<file path="src/rtl/sid_write_sequencer.sv">
// sid_write_sequencer: timed command FIFO feeding the SID register write port.
// Each command {DELAY, ADDR, DATA} waits DELAY TICKs after the previous write,
// then produces a single-cycle WR strobe with ADDR/DATA.
// Optional statistics outputs (WR_COUNT, STARVED) exist when SID_WRSEQ_STATS_EN
// is defined; without it the core behaves identically.
module sid_write_sequencer #(
  parameter int FIFO_DEPTH = 16,
  parameter int DELAY_W    = 16
) (
  input  logic               CLK,
  input  logic               RST,
  input  logic               TICK,
  input  logic               CMD_VALID,
  output logic               CMD_READY,
  input  logic [DELAY_W-1:0] CMD_DELAY,
  input  logic [4:0]         CMD_ADDR,
  input  logic [7:0]         CMD_DATA,
  output logic               WR,
  output logic [4:0]         ADDR,
  output logic [7:0]         DATA,
  output logic               BUSY
`ifdef SID_WRSEQ_STATS_EN
  ,
  output logic [15:0]        WR_COUNT,
  output logic               STARVED
`endif
);

  localparam int AW = $clog2(FIFO_DEPTH);
  localparam int CW = DELAY_W + 13;

  typedef enum logic [1:0] {S_IDLE, S_WAIT, S_WRITE} state_t;

  logic [CW-1:0]      fifo_mem [FIFO_DEPTH];
  logic [AW:0]        wptr_q, wptr_d, rptr_q, rptr_d;
  state_t             state_q, state_d;
  logic [DELAY_W-1:0] cnt_q, cnt_d;
  logic [4:0]         cur_addr_q, cur_addr_d, addr_q, addr_d;
  logic [7:0]         cur_data_q, cur_data_d, data_q, data_d;
  logic               wr_q, wr_d, busy_q, busy_d, ready_q, ready_d;
  logic               empty, push, pop, issue;
  logic [DELAY_W-1:0] head_delay;
  logic [4:0]         head_addr;
  logic [7:0]         head_data;

  assign {head_delay, head_addr, head_data} = fifo_mem[rptr_q[AW-1:0]];
  assign empty = (wptr_q == rptr_q);
  // ready_q always equals !full, so accepting never looks at CMD_VALID combinationally
  assign push  = CMD_VALID & ready_q;
  assign pop   = (state_q == S_IDLE) & ~empty;

  // Command storage; contents are don't-care until written, so no reset
  always_ff @(posedge CLK) begin
    if (push) fifo_mem[wptr_q[AW-1:0]] <= {CMD_DELAY, CMD_ADDR, CMD_DATA};
  end

  // Next-state logic: FIFO pointers, sequencing FSM, registered outputs.
  // WR is registered on the way out of WRITE (or on the last TICK in WAIT), so the
  // strobe cycle is already IDLE and can pop the next command: writes 2 CLK apart.
  always_comb begin
    state_d    = state_q;
    cnt_d      = cnt_q;
    cur_addr_d = cur_addr_q;
    cur_data_d = cur_data_q;
    addr_d     = addr_q;
    data_d     = data_q;
    wr_d       = 1'b0;
    issue      = 1'b0;
    unique case (state_q)
      S_IDLE: begin
        if (!empty) begin
          cur_addr_d = head_addr;
          cur_data_d = head_data;
          if (head_delay == '0) begin
            state_d = S_WRITE;
          end else begin
            cnt_d   = head_delay;
            state_d = S_WAIT;
          end
        end
      end
      S_WAIT: begin
        if (TICK) begin
          if (cnt_q == DELAY_W'(1)) issue = 1'b1;
          else                      cnt_d = cnt_q - DELAY_W'(1);
        end
      end
      S_WRITE: issue = 1'b1;
      default: state_d = S_IDLE;
    endcase
    if (issue) begin
      wr_d    = 1'b1;
      addr_d  = cur_addr_q;
      data_d  = cur_data_q;
      cnt_d   = '0;
      state_d = S_IDLE;
    end
    wptr_d  = wptr_q + (AW+1)'(push);
    rptr_d  = rptr_q + (AW+1)'(pop);
    ready_d = !((wptr_d[AW] != rptr_d[AW]) && (wptr_d[AW-1:0] == rptr_d[AW-1:0]));
    busy_d  = (state_q != S_IDLE) | ~empty | push;
  end

  // State and output registers, synchronous reset discards all pending work
  always_ff @(posedge CLK) begin
    if (RST) begin
      state_q    <= S_IDLE;
      cnt_q      <= '0;
      wptr_q     <= '0;
      rptr_q     <= '0;
      cur_addr_q <= '0;
      cur_data_q <= '0;
      addr_q     <= '0;
      data_q     <= '0;
      wr_q       <= 1'b0;
      busy_q     <= 1'b0;
      ready_q    <= 1'b1;
    end else begin
      state_q    <= state_d;
      cnt_q      <= cnt_d;
      wptr_q     <= wptr_d;
      rptr_q     <= rptr_d;
      cur_addr_q <= cur_addr_d;
      cur_data_q <= cur_data_d;
      addr_q     <= addr_d;
      data_q     <= data_d;
      wr_q       <= wr_d;
      busy_q     <= busy_d;
      ready_q    <= ready_d;
    end
  end

  assign CMD_READY = ready_q;
  assign WR        = wr_q;
  assign ADDR      = addr_q;
  assign DATA      = data_q;
  assign BUSY      = busy_q;

`ifdef SID_WRSEQ_STATS_EN
  logic [15:0] wr_count_q, wr_count_d;
  logic        starved_q, starved_d;

  // Write counter (free-running wrap) and queue-ran-dry pulse at write issue
  always_comb begin
    wr_count_d = wr_count_q + 16'(wr_q);
    starved_d  = issue & empty;
  end

  // Statistics registers
  always_ff @(posedge CLK) begin
    if (RST) begin
      wr_count_q <= '0;
      starved_q  <= 1'b0;
    end else begin
      wr_count_q <= wr_count_d;
      starved_q  <= starved_d;
    end
  end

  assign WR_COUNT = wr_count_q;
  assign STARVED  = starved_q;
`endif

endmodule

</file>
<file path="config.mk">
export PLATFORM = sky130hd
export DESIGN_NAME = sid_write_sequencer
export DESIGN_NICKNAME = d
export VERILOG_FILES = /design/src/rtl/sid_write_sequencer.sv
export SDC_FILE = /design/constraint.sdc
export NUM_CORES = 1
export LEC_CHECK = 0
export BUFFER_PORTS_ARGS = -buffer_cell sky130_fd_sc_hd__buf_4
export CORE_AREA = 2 2 265 136
export CTS_CLUSTER_DIAMETER = 100
export DETAILED_ROUTE_END_ITERATION = 8
export DIE_AREA = 0 0 267 138
export PLACE_DENSITY = 0.74
export SETUP_SLACK_MARGIN = 0.05
export SKIP_CTS_REPAIR_TIMING = 1
export SYNTH_ARGS = -nofsm -noshare
export SYNTH_HDL_FRONTEND = slang
export SYNTH_SLANG_ARGS = --single-unit
</file>
<file path="constraint.sdc">
create_clock -name CLK -period 9.6 [get_ports CLK]
set_input_delay 0.96 -clock CLK [delete_from_list [all_inputs] [get_ports CLK]]
set_output_delay 0.96 -clock CLK [all_outputs]
set_load 0.01 [all_outputs]
</file>
==> impl_metrics.ini, run 1 <==
[finish]
syn_to_final_growth_pct = 12.1
n_fill_cell = 2316
drive_above_1_share_pct = 22.8
layout.nets = 1197
fin_area_um2 = 23000
finalNonFillerCells = 1675

[timing]
finalMaxSlewViolations = 0
fmax_ghz = 0.195
slew_headroom_pct = 13.8
tightest_slew_ps = 1280
final-setup-viol-count = 0
finalSetupTns_ps = 0
grt_setup_unrepaired = false
skew_ps = 25.6
hold_viol_final = 0
layout_setup_ws_ps = 4460
period_minus_slack_ps = 5140
fin_crit_sh_pct = 53.5

[logic_synthesis]
ys_types = 57
syn_nets = 1133
synthArstFlopShare_pct = 0
postSynthAreaPerCell_um2 = 18.8
synth_ff_type = edfxtp_1
synth-edff-count = 464
syn_area_um2 = 20500
synth_cells = 1091
synth_seq_area_share_pct = 73.6
ys_ff_latch = 521
synth_warnings = 0

[global_route]
antenna_found_initial = 2
grt_pass1_vias = 10284
grt.total_usage_pct = 26.0
grt_pass1_wl_um = 69000
grt_start_max_net_pins = 89
grt-ovfl-total = 0

[flow_run]
cap_violations = 0

[setup_path]
rrSetupSlack_ps = 4460
cp_max_fo = 88
crit_end = cnt_q[4]
regToRegEndpoint = cnt_q[4]
reg2regPathDepth = 8
critPathRequiredTime_ps = 10050
cp-start-kind = flop
startpoint = rptr_q[0]
end_kind = flop
cp_data_arrival_time_ps = 5590
rr_startpoint = rptr_q[0]
critPathKind = flop to flop

[clocking]
clk_pin_slew_ps = 70
clock-root-buffer = clkbuf_16
clockBufferDepth = 3
clk_latency_ps = 570
htreeDepth = 2
numCtsBuffers = 45
cts_tree = yes
cts_sinks = 521

[floorplan]
die_width_um = 267
dieArea_um2 = 36800
rows = 49
coreArea_um2 = 35000
ios = 49
dieHeight_um = 138
start_util_pct = 58.5

[placed_design]
routabilityCongestion = 0.905
dp_hpwl_um = 26700
placed_area_um2 = 21600
placed_cells = 1592
pre_cts_slack_ps = 4490
place.port_buffers = 48

[power]
p_total_mw = 5.63
powerDensity_nw_per_um2 = 245
ir_drop_mv = 0.237
p_leak_nw = 7.33

[detailed_routing]
drt-wirelength-per-cell_um = 28.0
dr_wl_met2_um = 19700
met3_length_um = 5330
firstDrtPassIters = 6
drt_drc_violations_left = 0
dr.first_iter.drc_count = 1712
totalWireLength_um = 46900
antenna_left = 0
vias_per_cell = 6.44
vias = 10781
drt-met1-wl_um = 20900
top_layer_used = met4

[run_status]
outcome = completed

[worst_hold_path]
hp-start = DATA[3]
hold_class = flop to flop
-- layout by cell type (no fill, tap or decap), drive strengths merged, types with 9 or more instances in the layout --
| master | synthesis | routed |
|---|---|---|
| a221oi | 12 | 12 |
| nand2b | 11 | 11 |
| a21oi | 19 | 19 |
| ha | 9 | 9 |
| mux4 | 110 | 110 |
| inv | 11 | 11 |
| nor3 | 14 | 14 |
| nand2 | 31 | 31 |
| mux2i | 70 | 70 |
| clkinv | 1 | 21 |
| o21ai | 16 | 16 |
| nand3 | 20 | 20 |
| a22oi | 13 | 13 |
| nor2 | 64 | 64 |
| edfxtp | 464 | 464 |
| dfxtp | 57 | 57 |
| nor2b | 10 | 10 |
| buf | 29 | 75 |
| clkbuf | 29 | 58 |
-- sequential cells by signal (all words and copies together) (netlist names) --
name,count
BUSY,1
DATA,8
fifo_mem,464
rptr_q,5
cur_addr_q,5
CMD_READY,1
wptr_q,5
WR,1
cnt_q,16
cur_data_q,8
ADDR,5
state_q,2
-- layout make-up --
cell class	instances	area, um2	share of cell area [%]
clock inverter	24	215	0.937
clock buffer	58	1200	5.21
sequential	521	15100	65.7
multi-input combinational	500	5240	22.8
antenna	1	2.50	0.0109
tap	484	606	2.64
inverter	12	45.0	0.196
timing repair buffer	75	576	2.51
-- worst max-delay path, stage by stage (launching register included) --
cell and delay [ps]:
dfxtp_4 1030, buf_12 590, mux4_2 600, mux4_2 520, o21bai_1 170, or4_1 560
or4_1 890, a21o_1 310, a31o_1 200
-- cells in the mapped netlist, types with 3 or more instances --
library cell / instances / area share [%]
o211ai_1: 3 / 0.11
nand4_1: 4 / 0.12
a31o_1: 4 / 0.17
buf_1: 6 / 0.11
clkbuf_1: 29 / 0.53
or3_1: 8 / 0.24
a221oi_1: 12 / 0.51
dfxtp_1: 57 / 5.6
nand2_1: 31 / 0.57
mux2_2: 3 / 0.16
mux4_2: 110 / 12
buf_4: 4 / 0.15
o22ai_1: 3 / 0.092
xnor2_1: 8 / 0.34
or2_2: 3 / 0.092
inv_1: 11 / 0.20
o21a_1: 3 / 0.11
o31ai_1: 6 / 0.22
a211oi_1: 3 / 0.11
edfxtp_1: 464 / 68
nor2b_1: 10 / 0.31
nand2b_1: 11 / 0.34
a22o_1: 6 / 0.26
and3_1: 5 / 0.15
xor2_1: 8 / 0.34
nand3_1: 20 / 0.49
and2_1: 3 / 0.092
a31oi_1: 3 / 0.092
nor3_1: 14 / 0.34
or4_1: 4 / 0.15
buf_2: 18 / 0.44
a22oi_1: 13 / 0.48
a21oi_1: 18 / 0.44
nor2_1: 64 / 1.2
mux2i_1: 70 / 3.4
nor4_1: 3 / 0.092
ha_1: 9 / 0.55
o21ai_0: 14 / 0.34
a21o_1: 3 / 0.11
-- worst min-delay path by stage --
stage                end  cells past startpoint  slack (ps)
2_1_floorplan  cnt_q[15]                      2         450
3_3_place_gp    cnt_q[9]                      2         470
3_5_place_dp     DATA[3]                      2         480
4_1_cts        cnt_q[15]                      2         500
5_1_grt        cnt_q[15]                      2         530
6_report         DATA[3]                      2         490
-- cells by family (layout without fill, tap and decap cells) --
family          Yosys count  count (layout)  synth area share (%)
mux                     183             183                  15.7
xor+xnor                 16              16                 0.684
fa+ha+maj                 9               9                 0.549
flops                   521             521                  73.6
other cells               0               1                     0
buf+inv                  70             169                  1.50
simple gates            185             185                  4.34
compound gates          107             107                  3.69
-- routing by layer --
layer,GRT usage (%),up-vias
met3,6.36,81
li1,-,4556
met1,43.0,5539
met5,0,-
met2,35.1,605
met4,6.06,0
-- through the flow --
stage	hold slack, ps	utilization, %
5_1_grt	532	65.6
4_1_cts	498	65.6
3_3_place_gp	470	61.6
6_report	493	65.6
3_5_place_dp	484	61.6
2_1_floorplan	450	-
-- report_power, final --
| group | internal, mW | switching, mW | total [mW] |
|---|---|---|---|
| Clock | 0.987 | 0.786 | 1.77 |
| Sequential | 2.55 | 0.110 | 2.66 |
| Combinational | 0.532 | 0.669 | 1.20 |
(Power assumes the default switching activity.)
==> run 2: changes to the inputs <==
--- a/config.mk
+++ b/config.mk
@@ -6,11 +6,11 @@
 export NUM_CORES = 1
 export LEC_CHECK = 0
 export BUFFER_PORTS_ARGS = -buffer_cell sky130_fd_sc_hd__buf_4
-export CORE_AREA = 2 2 265 136
+export CORE_AREA = 2 2 274 141
 export CTS_CLUSTER_DIAMETER = 100
 export DETAILED_ROUTE_END_ITERATION = 8
-export DIE_AREA = 0 0 267 138
-export PLACE_DENSITY = 0.74
+export DIE_AREA = 0 0 276 143
+export PLACE_DENSITY = 0.73
 export SETUP_SLACK_MARGIN = 0.05
 export SKIP_CTS_REPAIR_TIMING = 1
 export SYNTH_ARGS = -nofsm -noshare
==> constraint.sdc (replaced) <==
create_clock -name CLK -period 4.6 [get_ports CLK]
set_input_delay 0.46 -clock CLK [delete_from_list [all_inputs] [get_ports CLK]]
set_output_delay 0.46 -clock CLK [all_outputs]
set_load 0.01 [all_outputs]
==> run 2 against run 1 <==
The flow now finishes with violations (DRC). Via count rose by 2.1%. Combinational power rose by 120%. Worst hold slack got worse by 310 ps. Sequential power rose by 110%. Cell count rose by 1.7%. Utilization fell by 2.8 points. Clock power rose by 110%. Critical path depth rose by 1.
==> impl_metrics.ini, run 2 (synthesis gave the netlist of run 1 again) <==
[run_status]
outcome = finished with violations
violations = DRC

[setup_path]
critPathKind = flop to flop
startpoint = rptr_q[2]
cp_data_arrival_time_ps = 4380
cp_max_fo = 32
critPathRequiredTime_ps = 5040
rr_startpoint = rptr_q[2]
end_kind = flop
cp-start-kind = flop

[power]
p_int_mw = 8.61
combPwrFrac_pct = 22.5
powerDensity_nw_per_um2 = 516
ir_drop_mv = 0.355
seqPwrFrac_pct = 45.8
p_leak_nw = 7.44
p_clk_share_pct = 31.7
p_switching_mw = 3.34
swShare_pct = 27.9

[clocking]
numCtsBuffers = 44
clk_latency_ps = 570
clock-root-buffer = clkbuf_16
htreeDepth = 2
clk_pin_slew_ps = 70
cts_tree = yes
clockBufferDepth = 3
cts_sinks = 521

[timing]
grt_setup_unrepaired = false
hold_viol_final = 0
tightest_slew_ps = 1190
fin_crit_sh_pct = 85.6
slew_headroom_pct = 19.6
period_minus_slack_ps = 3940
final-setup-viol-count = 0
skew_ps = 24.8
fmax_ghz = 0.254
finalSetupTns_ps = 0
finalMaxSlewViolations = 0

[flow_run]
cap_violations = 0

[finish]
syn_to_final_growth_pct = 13.0
largest_reg_flops = 464
final_common_cell = edfxtp_1
final_util_pct = 62.7
layout.nets = 1214
layout_common_cells = 464 x edfxtp_1, 110 x mux4_2, 91 x buf_4
seqCellArea_um2 = 15100
n_fill_cell = 2555
drive_above_1_share_pct = 24.5
multi_input_area_um2 = 5240

[floorplan]
start_util_pct = 55.5
die_width_um = 276
ios = 49
dieArea_um2 = 39500
coreArea_um2 = 36900
dieHeight_um = 143
rows = 50

[detailed_routing]
drt_drc_violations_left = 10
dr.first_iter.drc_count = 1539
firstDrtPassIters = 9
vias = 11004
totalWireLength_um = 49300
antenna_left = 0
drt-wirelength-per-cell_um = 29.0
vias_per_cell = 6.46

[worst_hold_path]
hp-start = CMD_DATA[1]
hold_class = input port to flop

[global_route]
grt_pass1_vias = 10438
antenna_found_initial = 3
grt_pass1_wl_um = 72500
grt.total_usage_pct = 25.7
grt_start_max_net_pins = 49
grt-ovfl-total = 0

[placed_design]
routabilityCongestion = 0.994
dp_hpwl_um = 29400
place.port_buffers = 48
-- run 2: changes by cell type in the layout (fill, tap and decap cells not counted) --
cell        before  now
buf_4           74   91
clkbuf_1        12    7
clkinv_1        14   11
clkinv_2         6    9
clkinvlp_2       0    2
buf_12           1    2
bufinv_16        4    5
clkinv_4         0    1
diode_2          1    2
-- run 2: layer usage --
metal	track usage [%]	vias up	wire, um
li1	-	4577	-
met1	41.1	5638	21700
met2	34.4	711	20200
met3	7.62	78	6410
met4	6.18	0	998
met5	0	-	0
-- run 2: power by group through the flow --
stage,combinational [mW],sequential [mW],clock [mW]
4_1_cts,2.64,5.47,3.84
3_5_place_dp,2.62,5.57,0
5_1_grt,2.87,5.49,4.04
2_1_floorplan,1.86,5.50,0
6_report,2.69,5.47,3.79
3_3_place_gp,2.57,5.56,0
-- run 2: through the flow --
stage / hold WS, ps / setup WS [ps] / power (mW) / cells / area (um2)
3_3_place_gp: 467 / 817 / 8.13 / 1620 / 21700
3_5_place_dp: 485 / 771 / 8.19 / 1620 / 21700
4_1_cts: 154 / 719 / 11.9 / 1701 / 23200
2_1_floorplan: 450 / 700 / 7.36 / 1091 / 20500
5_1_grt: 181 / 566 / 12.4 / 1702 / 23200
6_report: 185 / 663 / 12.0 / 1703 / 23200
-- run 2: worst paths after layout --
check	end	slack (ps)	depth (start not counted)
max	cnt_q[4]	660	9
max reg2reg	cnt_q[4]	660	9
min reg2reg	DATA[2]	500	2
min	fifo_mem[10][1]	190	1
-- run 2: final cells by class --
cell class	instances	area share (%)
antenna	2	0.0216
sequential	521	65.1
clock buffer	53	5.08
clock inverter	28	1.16
inverter	12	0.194
multi-input combinational	500	22.6
timing repair buffer	93	3.12
tap	494	2.67
-- run 2: worst max-delay path, stage by stage (launching register included) --
cell     delay [ps]
dfxtp_2         680
buf_4           600
mux4_2          440
a22oi_1         290
nand3_1          90
or4_1           480
or4_1           550
buf_4           230
a21o_1          190
a31o_1          220
